===== src/rtl/ddr_test_csr_mc.sv =====
// rtl/ddr_test_csr_mc.sv - AXI4-Lite CSR block for the multi-channel DDR BIST
module ddr_test_csr_mc #(
  parameter int          NUM_CH      = 4,
  parameter int          ADDR_WIDTH  = 12,
  parameter logic [31:0] REQ_LEN_RST = 32'h0040_0000,
  parameter logic [31:0] VERSION     = 32'h00F5_0020,
  parameter logic [31:0] BUILD_DATE  = 32'h2111_2300
) (
  input  logic                    s_axi_aclk,
  input  logic                    s_axi_aresetn,
  input  logic [ADDR_WIDTH-1:0]   s_axi_awaddr,
  input  logic                    s_axi_awvalid,
  output logic                    s_axi_awready,
  input  logic [31:0]             s_axi_wdata,
  input  logic [3:0]              s_axi_wstrb,
  input  logic                    s_axi_wvalid,
  output logic                    s_axi_wready,
  output logic [1:0]              s_axi_bresp,
  output logic                    s_axi_bvalid,
  input  logic                    s_axi_bready,
  input  logic [ADDR_WIDTH-1:0]   s_axi_araddr,
  input  logic                    s_axi_arvalid,
  output logic                    s_axi_arready,
  output logic [31:0]             s_axi_rdata,
  output logic [1:0]              s_axi_rresp,
  output logic                    s_axi_rvalid,
  input  logic                    s_axi_rready,
  output logic [NUM_CH-1:0]       prbs_mode_start,
  output logic [4*NUM_CH-1:0]     prbs_mode_sel,
  output logic [32*NUM_CH-1:0]    req_len,
  input  logic [NUM_CH-1:0]       bist_running,
  input  logic [NUM_CH-1:0]       bist_cplt,
  input  logic [NUM_CH-1:0]       bist_err,
  input  logic [32*NUM_CH-1:0]    err_cnt,
  input  logic [32*NUM_CH-1:0]    txcmd_cnt,
  input  logic [32*NUM_CH-1:0]    rxcmd_cnt,
  input  logic [64*NUM_CH-1:0]    round_time,
  input  logic                    ddr_cal_done,
  output logic [NUM_CH-1:0]       usr_int_req,
  input  logic [NUM_CH-1:0]       usr_int_ack
);

  localparam logic [ADDR_WIDTH-1:0] CH_BASE = ADDR_WIDTH'(256);
  localparam logic [ADDR_WIDTH-1:0] CH_END  = ADDR_WIDTH'(256 + NUM_CH * 64);
  localparam logic [ADDR_WIDTH-1:0] GLB_END = ADDR_WIDTH'(32);

  // Write/read channel handshake state
  logic                  awready_q, wready_q, aw_held_q, w_held_q, bvalid_q;
  logic [1:0]            bresp_q;
  logic [ADDR_WIDTH-1:0] aw_addr_q;
  logic [31:0]           w_data_q;
  logic [3:0]            w_strb_q;
  logic                  arready_q, ar_held_q, rvalid_q;
  logic [1:0]            rresp_q;
  logic [ADDR_WIDTH-1:0] ar_addr_q;
  logic [31:0]           rdata_q;

  // Register file
  logic [NUM_CH-1:0] start_q, start_d;
  logic [3:0]        sel_q [NUM_CH];
  logic [3:0]        sel_d [NUM_CH];
  logic [31:0]       req_len_q [NUM_CH];
  logic [31:0]       req_len_d [NUM_CH];
  logic [31:0]       rt_shadow_q [NUM_CH];
  logic [NUM_CH-1:0] int_en_q, int_en_d, int_status_q, int_status_d;
  logic [NUM_CH-1:0] err_sticky_q, err_sticky_d, cplt_prev_q, int_req_q;
  logic [31:0]       scratch_q, scratch_d;
  logic              soft_clr_q, soft_clr_d;
  logic [1:0]        cal_sync_q;

  // Decode helpers
  logic [ADDR_WIDTH-1:0] wa, woff, ra, roff;
  logic [2:0]            wch, rch;
  logic [3:0]            wreg, rreg;
  logic                  w_glb, w_chn, r_glb, r_chn, wr_err, wr_fire, wr_ok;
  logic [NUM_CH-1:0]     w1c, force_set, int_clr;
  logic [31:0]           rd_data;
  logic                  rd_err;

  function automatic logic [31:0] merge(input logic [31:0] old_v, input logic [31:0] new_v,
                                        input logic [3:0] strb);
    merge = old_v;
    for (int b = 0; b < 4; b++) begin
      if (strb[b]) merge[8*b +: 8] = new_v[8*b +: 8];
    end
  endfunction

  // Decode the held write address; read-only and unmapped targets error out
  always_comb begin
    wa    = {aw_addr_q[ADDR_WIDTH-1:2], 2'b00};
    woff  = wa - CH_BASE;
    wch   = woff[8:6];
    wreg  = woff[5:2];
    w_glb = (wa < GLB_END);
    w_chn = (wa >= CH_BASE) && (wa < CH_END);
    wr_err = 1'b1;
    if (w_glb) begin
      wr_err = (wa[4:2] == 3'd0) || (wa[4:2] == 3'd1) || (wa[4:2] == 3'd3);
    end else if (w_chn) begin
      wr_err = (wreg > 4'd1);
    end
    wr_fire = aw_held_q && w_held_q && !bvalid_q;
    wr_ok   = wr_fire && !wr_err;
  end

  // Register next-state: host writes, interrupt set/clear, error stickiness
  always_comb begin
    start_d    = start_q;
    int_en_d   = int_en_q;
    scratch_d  = scratch_q;
    soft_clr_d = 1'b0;
    w1c        = '0;
    force_set  = '0;
    for (int c = 0; c < NUM_CH; c++) begin
      sel_d[c]     = sel_q[c];
      req_len_d[c] = req_len_q[c];
    end
    if (wr_ok) begin
      if (w_glb) begin
        case (wa[4:2])
          3'd2: if (w_strb_q[0]) soft_clr_d = w_data_q[0];
          3'd4: if (w_strb_q[0]) int_en_d = w_data_q[NUM_CH-1:0];
          3'd5: if (w_strb_q[0]) w1c = w_data_q[NUM_CH-1:0];
          3'd6: if (w_strb_q[0]) force_set = w_data_q[NUM_CH-1:0];
          3'd7: scratch_d = merge(scratch_q, w_data_q, w_strb_q);
          default: ;
        endcase
      end else begin
        for (int c = 0; c < NUM_CH; c++) begin
          if (wch == 3'(c)) begin
            if (wreg == 4'd0 && w_strb_q[0]) begin
              start_d[c] = w_data_q[0];
              sel_d[c]   = w_data_q[7:4];
            end else if (wreg == 4'd1) begin
              req_len_d[c] = merge(req_len_q[c], w_data_q, w_strb_q);
            end
          end
        end
      end
    end
    // Set sources are OR'd in last so they win over any coincident clear
    int_clr      = w1c | usr_int_ack | {NUM_CH{soft_clr_q}};
    int_status_d = (int_status_q & ~int_clr) | (bist_cplt & ~cplt_prev_q) | force_set;
    err_sticky_d = (err_sticky_q & ~{NUM_CH{soft_clr_q}}) | bist_err;
  end

  // Read data mux, evaluated from the held read address
  always_comb begin
    ra     = {ar_addr_q[ADDR_WIDTH-1:2], 2'b00};
    roff   = ra - CH_BASE;
    rch    = roff[8:6];
    rreg   = roff[5:2];
    r_glb  = (ra < GLB_END);
    r_chn  = (ra >= CH_BASE) && (ra < CH_END);
    rd_data = '0;
    rd_err  = 1'b0;
    if (r_glb) begin
      case (ra[4:2])
        3'd0: rd_data = VERSION;
        3'd1: rd_data = BUILD_DATE;
        3'd2: rd_data = {31'd0, soft_clr_q};
        3'd3: rd_data = {31'd0, cal_sync_q[1]};
        3'd4: rd_data = 32'(int_en_q);
        3'd5: rd_data = 32'(int_status_q);
        3'd6: rd_data = '0;
        default: rd_data = scratch_q;
      endcase
    end else if (r_chn) begin
      for (int c = 0; c < NUM_CH; c++) begin
        if (rch == 3'(c)) begin
          case (rreg)
            4'd0: rd_data = {24'd0, sel_q[c], 3'd0, start_q[c]};
            4'd1: rd_data = req_len_q[c];
            4'd2: rd_data = {29'd0, err_sticky_q[c], bist_cplt[c], bist_running[c]};
            4'd3: rd_data = err_cnt[32*c +: 32];
            4'd4: rd_data = txcmd_cnt[32*c +: 32];
            4'd5: rd_data = rxcmd_cnt[32*c +: 32];
            4'd6: rd_data = round_time[64*c +: 32];
            4'd7: rd_data = rt_shadow_q[c];
            default: rd_err = 1'b1;
          endcase
        end
      end
    end else begin
      rd_err = 1'b1;
    end
  end

  // Write channel: independent AW/W capture, single outstanding B response
  always_ff @(posedge s_axi_aclk or negedge s_axi_aresetn) begin
    if (!s_axi_aresetn) begin
      awready_q <= 1'b1;
      wready_q  <= 1'b1;
      aw_held_q <= 1'b0;
      w_held_q  <= 1'b0;
      bvalid_q  <= 1'b0;
      bresp_q   <= 2'b00;
      aw_addr_q <= '0;
      w_data_q  <= '0;
      w_strb_q  <= '0;
    end else begin
      if (s_axi_awvalid && awready_q) begin
        aw_held_q <= 1'b1;
        aw_addr_q <= s_axi_awaddr;
        awready_q <= 1'b0;
      end
      if (s_axi_wvalid && wready_q) begin
        w_held_q <= 1'b1;
        w_data_q <= s_axi_wdata;
        w_strb_q <= s_axi_wstrb;
        wready_q <= 1'b0;
      end
      if (wr_fire) begin
        aw_held_q <= 1'b0;
        w_held_q  <= 1'b0;
        bvalid_q  <= 1'b1;
        bresp_q   <= wr_err ? 2'b10 : 2'b00;
      end
      if (bvalid_q && s_axi_bready) begin
        bvalid_q  <= 1'b0;
        awready_q <= 1'b1;
        wready_q  <= 1'b1;
      end
    end
  end

  // Read channel: capture AR, present data one cycle later, hold until rready
  always_ff @(posedge s_axi_aclk or negedge s_axi_aresetn) begin
    if (!s_axi_aresetn) begin
      arready_q <= 1'b1;
      ar_held_q <= 1'b0;
      ar_addr_q <= '0;
      rvalid_q  <= 1'b0;
      rresp_q   <= 2'b00;
      rdata_q   <= '0;
    end else begin
      if (s_axi_arvalid && arready_q) begin
        ar_held_q <= 1'b1;
        ar_addr_q <= s_axi_araddr;
        arready_q <= 1'b0;
      end
      if (ar_held_q) begin
        ar_held_q <= 1'b0;
        rvalid_q  <= 1'b1;
        rdata_q   <= rd_data;
        rresp_q   <= rd_err ? 2'b10 : 2'b00;
      end
      if (rvalid_q && s_axi_rready) begin
        rvalid_q  <= 1'b0;
        arready_q <= 1'b1;
      end
    end
  end

  // Register file state, RT_HI shadow capture and interrupt output
  always_ff @(posedge s_axi_aclk or negedge s_axi_aresetn) begin
    if (!s_axi_aresetn) begin
      start_q      <= '0;
      int_en_q     <= '0;
      int_status_q <= '0;
      err_sticky_q <= '0;
      cplt_prev_q  <= '0;
      int_req_q    <= '0;
      scratch_q    <= '0;
      soft_clr_q   <= 1'b0;
      cal_sync_q   <= 2'b00;
      for (int c = 0; c < NUM_CH; c++) begin
        sel_q[c]       <= '0;
        req_len_q[c]   <= REQ_LEN_RST;
        rt_shadow_q[c] <= '0;
      end
    end else begin
      start_q      <= start_d;
      int_en_q     <= int_en_d;
      int_status_q <= int_status_d;
      err_sticky_q <= err_sticky_d;
      cplt_prev_q  <= bist_cplt;
      int_req_q    <= int_status_q & int_en_q;
      scratch_q    <= scratch_d;
      soft_clr_q   <= soft_clr_d;
      cal_sync_q   <= {cal_sync_q[0], ddr_cal_done};
      for (int c = 0; c < NUM_CH; c++) begin
        sel_q[c]     <= sel_d[c];
        req_len_q[c] <= req_len_d[c];
        if (ar_held_q && r_chn && rreg == 4'd6 && rch == 3'(c)) begin
          rt_shadow_q[c] <= round_time[64*c+32 +: 32];
        end
      end
    end
  end

  // Flatten per-channel control registers onto the output buses
  always_comb begin
    prbs_mode_sel = '0;
    req_len       = '0;
    for (int c = 0; c < NUM_CH; c++) begin
      prbs_mode_sel[4*c +: 4] = sel_q[c];
      req_len[32*c +: 32]     = req_len_q[c];
    end
  end

  assign prbs_mode_start = start_q;
  assign usr_int_req     = int_req_q;
  assign s_axi_awready   = awready_q;
  assign s_axi_wready    = wready_q;
  assign s_axi_bvalid    = bvalid_q;
  assign s_axi_bresp     = bresp_q;
  assign s_axi_arready   = arready_q;
  assign s_axi_rvalid    = rvalid_q;
  assign s_axi_rresp     = rresp_q;
  assign s_axi_rdata     = rdata_q;

  logic unused_bits;
  assign unused_bits = ^{aw_addr_q[1:0], ar_addr_q[1:0], woff[ADDR_WIDTH-1:9], roff[ADDR_WIDTH-1:9]};

endmodule


===== config.mk =====
export PLATFORM = sky130hd
export DESIGN_NAME = ddr_test_csr_mc
export DESIGN_NICKNAME = d
export VERILOG_FILES = /design/src/rtl/ddr_test_csr_mc.sv
export SDC_FILE = /design/constraint.sdc
export NUM_CORES = 1
export LEC_CHECK = 0
export CAP_MARGIN = 20
export CORE_AREA = 2 2 359 361
export DETAILED_ROUTE_END_ITERATION = 10
export DIE_AREA = 0 0 361 363
export PLACE_DENSITY_LB_ADDON = 0.3
export SETUP_SLACK_MARGIN = 0.02
export SYNTH_ARGS = -nofsm -noshare
export SYNTH_HDL_FRONTEND = slang
export SYNTH_SLANG_ARGS = --single-unit

===== constraint.sdc =====
create_clock -name s_axi_aclk -period 4.1 [get_ports s_axi_aclk]
set_input_delay 0.82 -clock s_axi_aclk [delete_from_list [all_inputs] [get_ports s_axi_aclk]]
set_output_delay 0.82 -clock s_axi_aclk [all_outputs]
set_load 0.01 [all_outputs]

==> impl_metrics.csv <==
group,metric,value,unit
clock_network,clkSinkCount,429,
die,die_area,131000,um^2
logic_synthesis,synth_edf_count,0,
detailed_routing,routedWlPerCell,41.6,um
run_status,status,"completed",
clock_network,clk_latency,670,ps
detailed_routing,routed_wirelength,198000,um
job,drv_cap,0,
clock_network,hold_buffers,0,
global_route,use_met3,10.8,%
worst_setup_path,worstSetupPathType,"flop to flop",
final_layout,postLayoutCellArea,37500,um^2
logic_synthesis,ys_async_sr_fraction,100,%
global_route,grt_remaining_overflow,0,
clock_network,cts_root_buffer,"clkbuf_16",
detailed_routing,num_vias,24608,
worst_setup_path,arrival,3860,ps
logic_synthesis,synth_cell_types,89,
placed_design,place_area,35300,um^2
sta,finalSetupViolations,0,
sta,slew_violations,0,
global_route,grt_usage,29.1,%
detailed_routing,antenna_left,0,
logic_synthesis,ys.warnings.count,0,
final_layout,nFillCells,13262,
placed_design,dp_cells,4615,
logic_synthesis,synth_seq_cells,429,
sta,tightest_slew,1100,ps
logic_synthesis,post_synth.cell_area_avg,11.4,um^2
logic_synthesis,yosysSeqAreaShare,45.5,%
power,p_int,12.0,mW
logic_synthesis,syn_area,23600,um^2
placed_design,place_congestion,0.973,
sta,fmax,0.297,GHz
worst_setup_path,worstPathRequired,4590,ps
die,rows,131,
global_route,grt_max_degree,92,
logic_synthesis,syn-instance-count,2075,
final_layout,layout_commonest_cell,"clkdlybuf4s50_1",
power,p_leak,15.1,nW
clock_network,postCtsSetupBuffers,0,
final_layout,area_delta_synth_final,58.7,%
placed_design,portBuffers,910,
global_route,use_met2,43.9,%
sta,fin_skew,20.3,ps
clock_network,h-tree-depth,2,
global_route,gr-usage-met1,38.1,%
power,p_per_area,612,nW/um^2
final_layout,final_cell_mix,"clkdlybuf4s50_1, dfrtp_1, mux2_2",
placed_design,dp_hpwl,158000,um
clock_network,clkTransAtPathRegs,60,ps
final_layout,drive_above_1_share,23.0,%
worst_setup_path,end_kind,"flop",
clock_network,numCtsBuffers,58,
die,num_io_pins,917,
worst_setup_path,start_kind,"flop",
clock_network,clockBufferDepth,3,
global_route,grt_busiest_layer,"met2",
sta,period_needed,3370,ps
sta,slew_headroom,26.5,%
detailed_routing,first_pass_iters,6,
global_route,first_global_vias,24023,
power,clkPwrFrac,24.9,%
global_route,grt_antenna_before_repair,108,
sta,setup-tns-final,0,ps
power,power_frac_seq,25.9,%
worst_setup_path,cp_max_fo,40,
die,start_util,18.6,%
final_layout,layout.nets,3737,
sta,rsz0062_at_grt,"no",
worst_hold_path,hp-class,"input port to async pin",
detailed_routing,drt-initial-drc-count,2582,
sta,hold_viol,0,
power,p_sw,10.9,mW
clock_network,cts_tree,"done",
final_layout,stdcell_count,4759,
power,swShare,47.5,%
detailed_routing,vias_per_cell,5.17,
die,fp.dieH,363,um
die,core,127000,um^2
clock_network,cts_resized,0,
power,max-vdd-ir-drop,0.354,mV
sta,min_period_over_period,82.3,%
detailed_routing,drc,0,
global_route,grt_first_pass_wirelength,250000,um
power,p_comb_share,49.2,%
logic_synthesis,ys.flop_type,"dfrtp_1",
die,dieWidth,361,um
kinds of logic after synthesis:
kind of cell           synth area share, %
buffers and inverters                 4.27
AO/OA/AOI/OAI                         19.5
AND/OR/NAND/NOR                       6.86
flip-flops                            45.5
other                               0.0159
multiplexers                          23.8
worst max-delay path: stages (launching register included):
cell      delay (ps)
dfrtp_4          940
or3b_1           890
o221ai_1         240
o31ai_1          260
a31oi_1           90
o21ai_0          540
a31oi_1          160
metal layers:
metal | wire length [um] | share of wire, %
met2 | 85400 | 43
met5 | 691 | 0.35
met1 | 84500 | 43
met3 | 20400 | 10
met4 | 7040 | 3.6
power groups by stage:
stage / sequential, mW / combinational, mW / clock (mW)
floorplan: 5.24 / 4.98 / 0
global placement: 5.99 / 11.1 / 0
detailed placement: 6.01 / 11.1 / 0
CTS: 5.93 / 11.1 / 5.86
global route: 6.00 / 11.5 / 6.00
finish: 5.94 / 11.3 / 5.73
Yosys cell counts, types with 12 or more instances:
| library cell | n | area share, % |
|---|---|---|
| nor2_1 | 78 | 1.2 |
| a31oi_1 | 25 | 0.66 |
| buf_2 | 82 | 1.7 |
| a221oi_1 | 41 | 1.5 |
| o211ai_1 | 21 | 0.67 |
| a32oi_1 | 21 | 0.78 |
| nand2_1 | 83 | 1.3 |
| mux2_2 | 402 | 19 |
| a211oi_1 | 12 | 0.38 |
| nor3_1 | 22 | 0.47 |
| dfrtp_1 | 422 | 45 |
| a32o_1 | 22 | 0.93 |
| a22o_1 | 41 | 1.5 |
| and3_1 | 22 | 0.58 |
| inv_1 | 13 | 0.21 |
| o22ai_1 | 37 | 0.98 |
| clkbuf_1 | 51 | 0.81 |
| a21oi_1 | 109 | 2.3 |
| o221ai_1 | 31 | 1.1 |
| a22oi_1 | 120 | 3.8 |
| and2_1 | 13 | 0.34 |
| mux2i_1 | 100 | 4.2 |
| o21ai_0 | 71 | 1.5 |
| buf_4 | 23 | 0.73 |
stage by stage:
stage	power, mW	hold WS (ps)	util [%]	setup WS [ps]
2_1_floorplan	10.2	331	-	2020
3_3_place_gp	17.1	336	27.8	703
3_5_place_dp	17.1	343	27.8	716
4_1_cts	22.9	258	29.4	678
5_1_grt	23.5	293	29.5	547
6_report	23.0	252	29.5	728
layout make-up:
| cell class | count | area, um^2 | share of cell area (%) |
|---|---|---|---|
| Tap cell | 1662 | 2080 | 5.55 |
| Timing Repair Buffer | 1054 | 10400 | 27.8 |
| Sequential cell | 429 | 10800 | 28.7 |
| Clock buffer | 82 | 1710 | 4.57 |
| Multi-Input combinational cell | 1454 | 12000 | 31.9 |
| Antenna cell | 40 | 100 | 0.267 |
| Clock inverter | 22 | 378 | 1.01 |
| Inverter | 16 | 60.1 | 0.160 |
state kept, by name, summed over array words and instances (netlist names), 4 cells and up:
register / flops
err_sticky_q: 4
w_data_q: 32
s_axi_rdata: 32
cplt_prev_q: 4
prbs_mode_start: 4
usr_int_req: 4
aw_addr_q: 10
req_len: 128
int_en_q: 4
int_status_q: 4
prbs_mode_sel: 16
w_strb_q: 4
scratch_q: 32
rt_shadow_q: 128
ar_addr_q: 10
path summary, 6_finish.rpt:
kind | startpoint | slack (ps) | depth (start not counted) | to
setup / recovery | ar_addr_q[2] | 730 | 6 | s_axi_rdata[2]
hold / removal | s_axi_aresetn | 250 | 1 | rt_shadow_q[103]
setup reg to reg | ar_addr_q[2] | 730 | 6 | s_axi_rdata[2]
hold reg to reg | cal_sync_q[0] | 350 | 0 | cal_sync_q[1]
max in group asynchronous | s_axi_aresetn | 2860 | 2 | req_len[118]
min in group s_axi_aclk | cal_sync_q[0] | 350 | 0 | cal_sync_q[1]
Note: power is estimated with default switching activity, not from simulation.
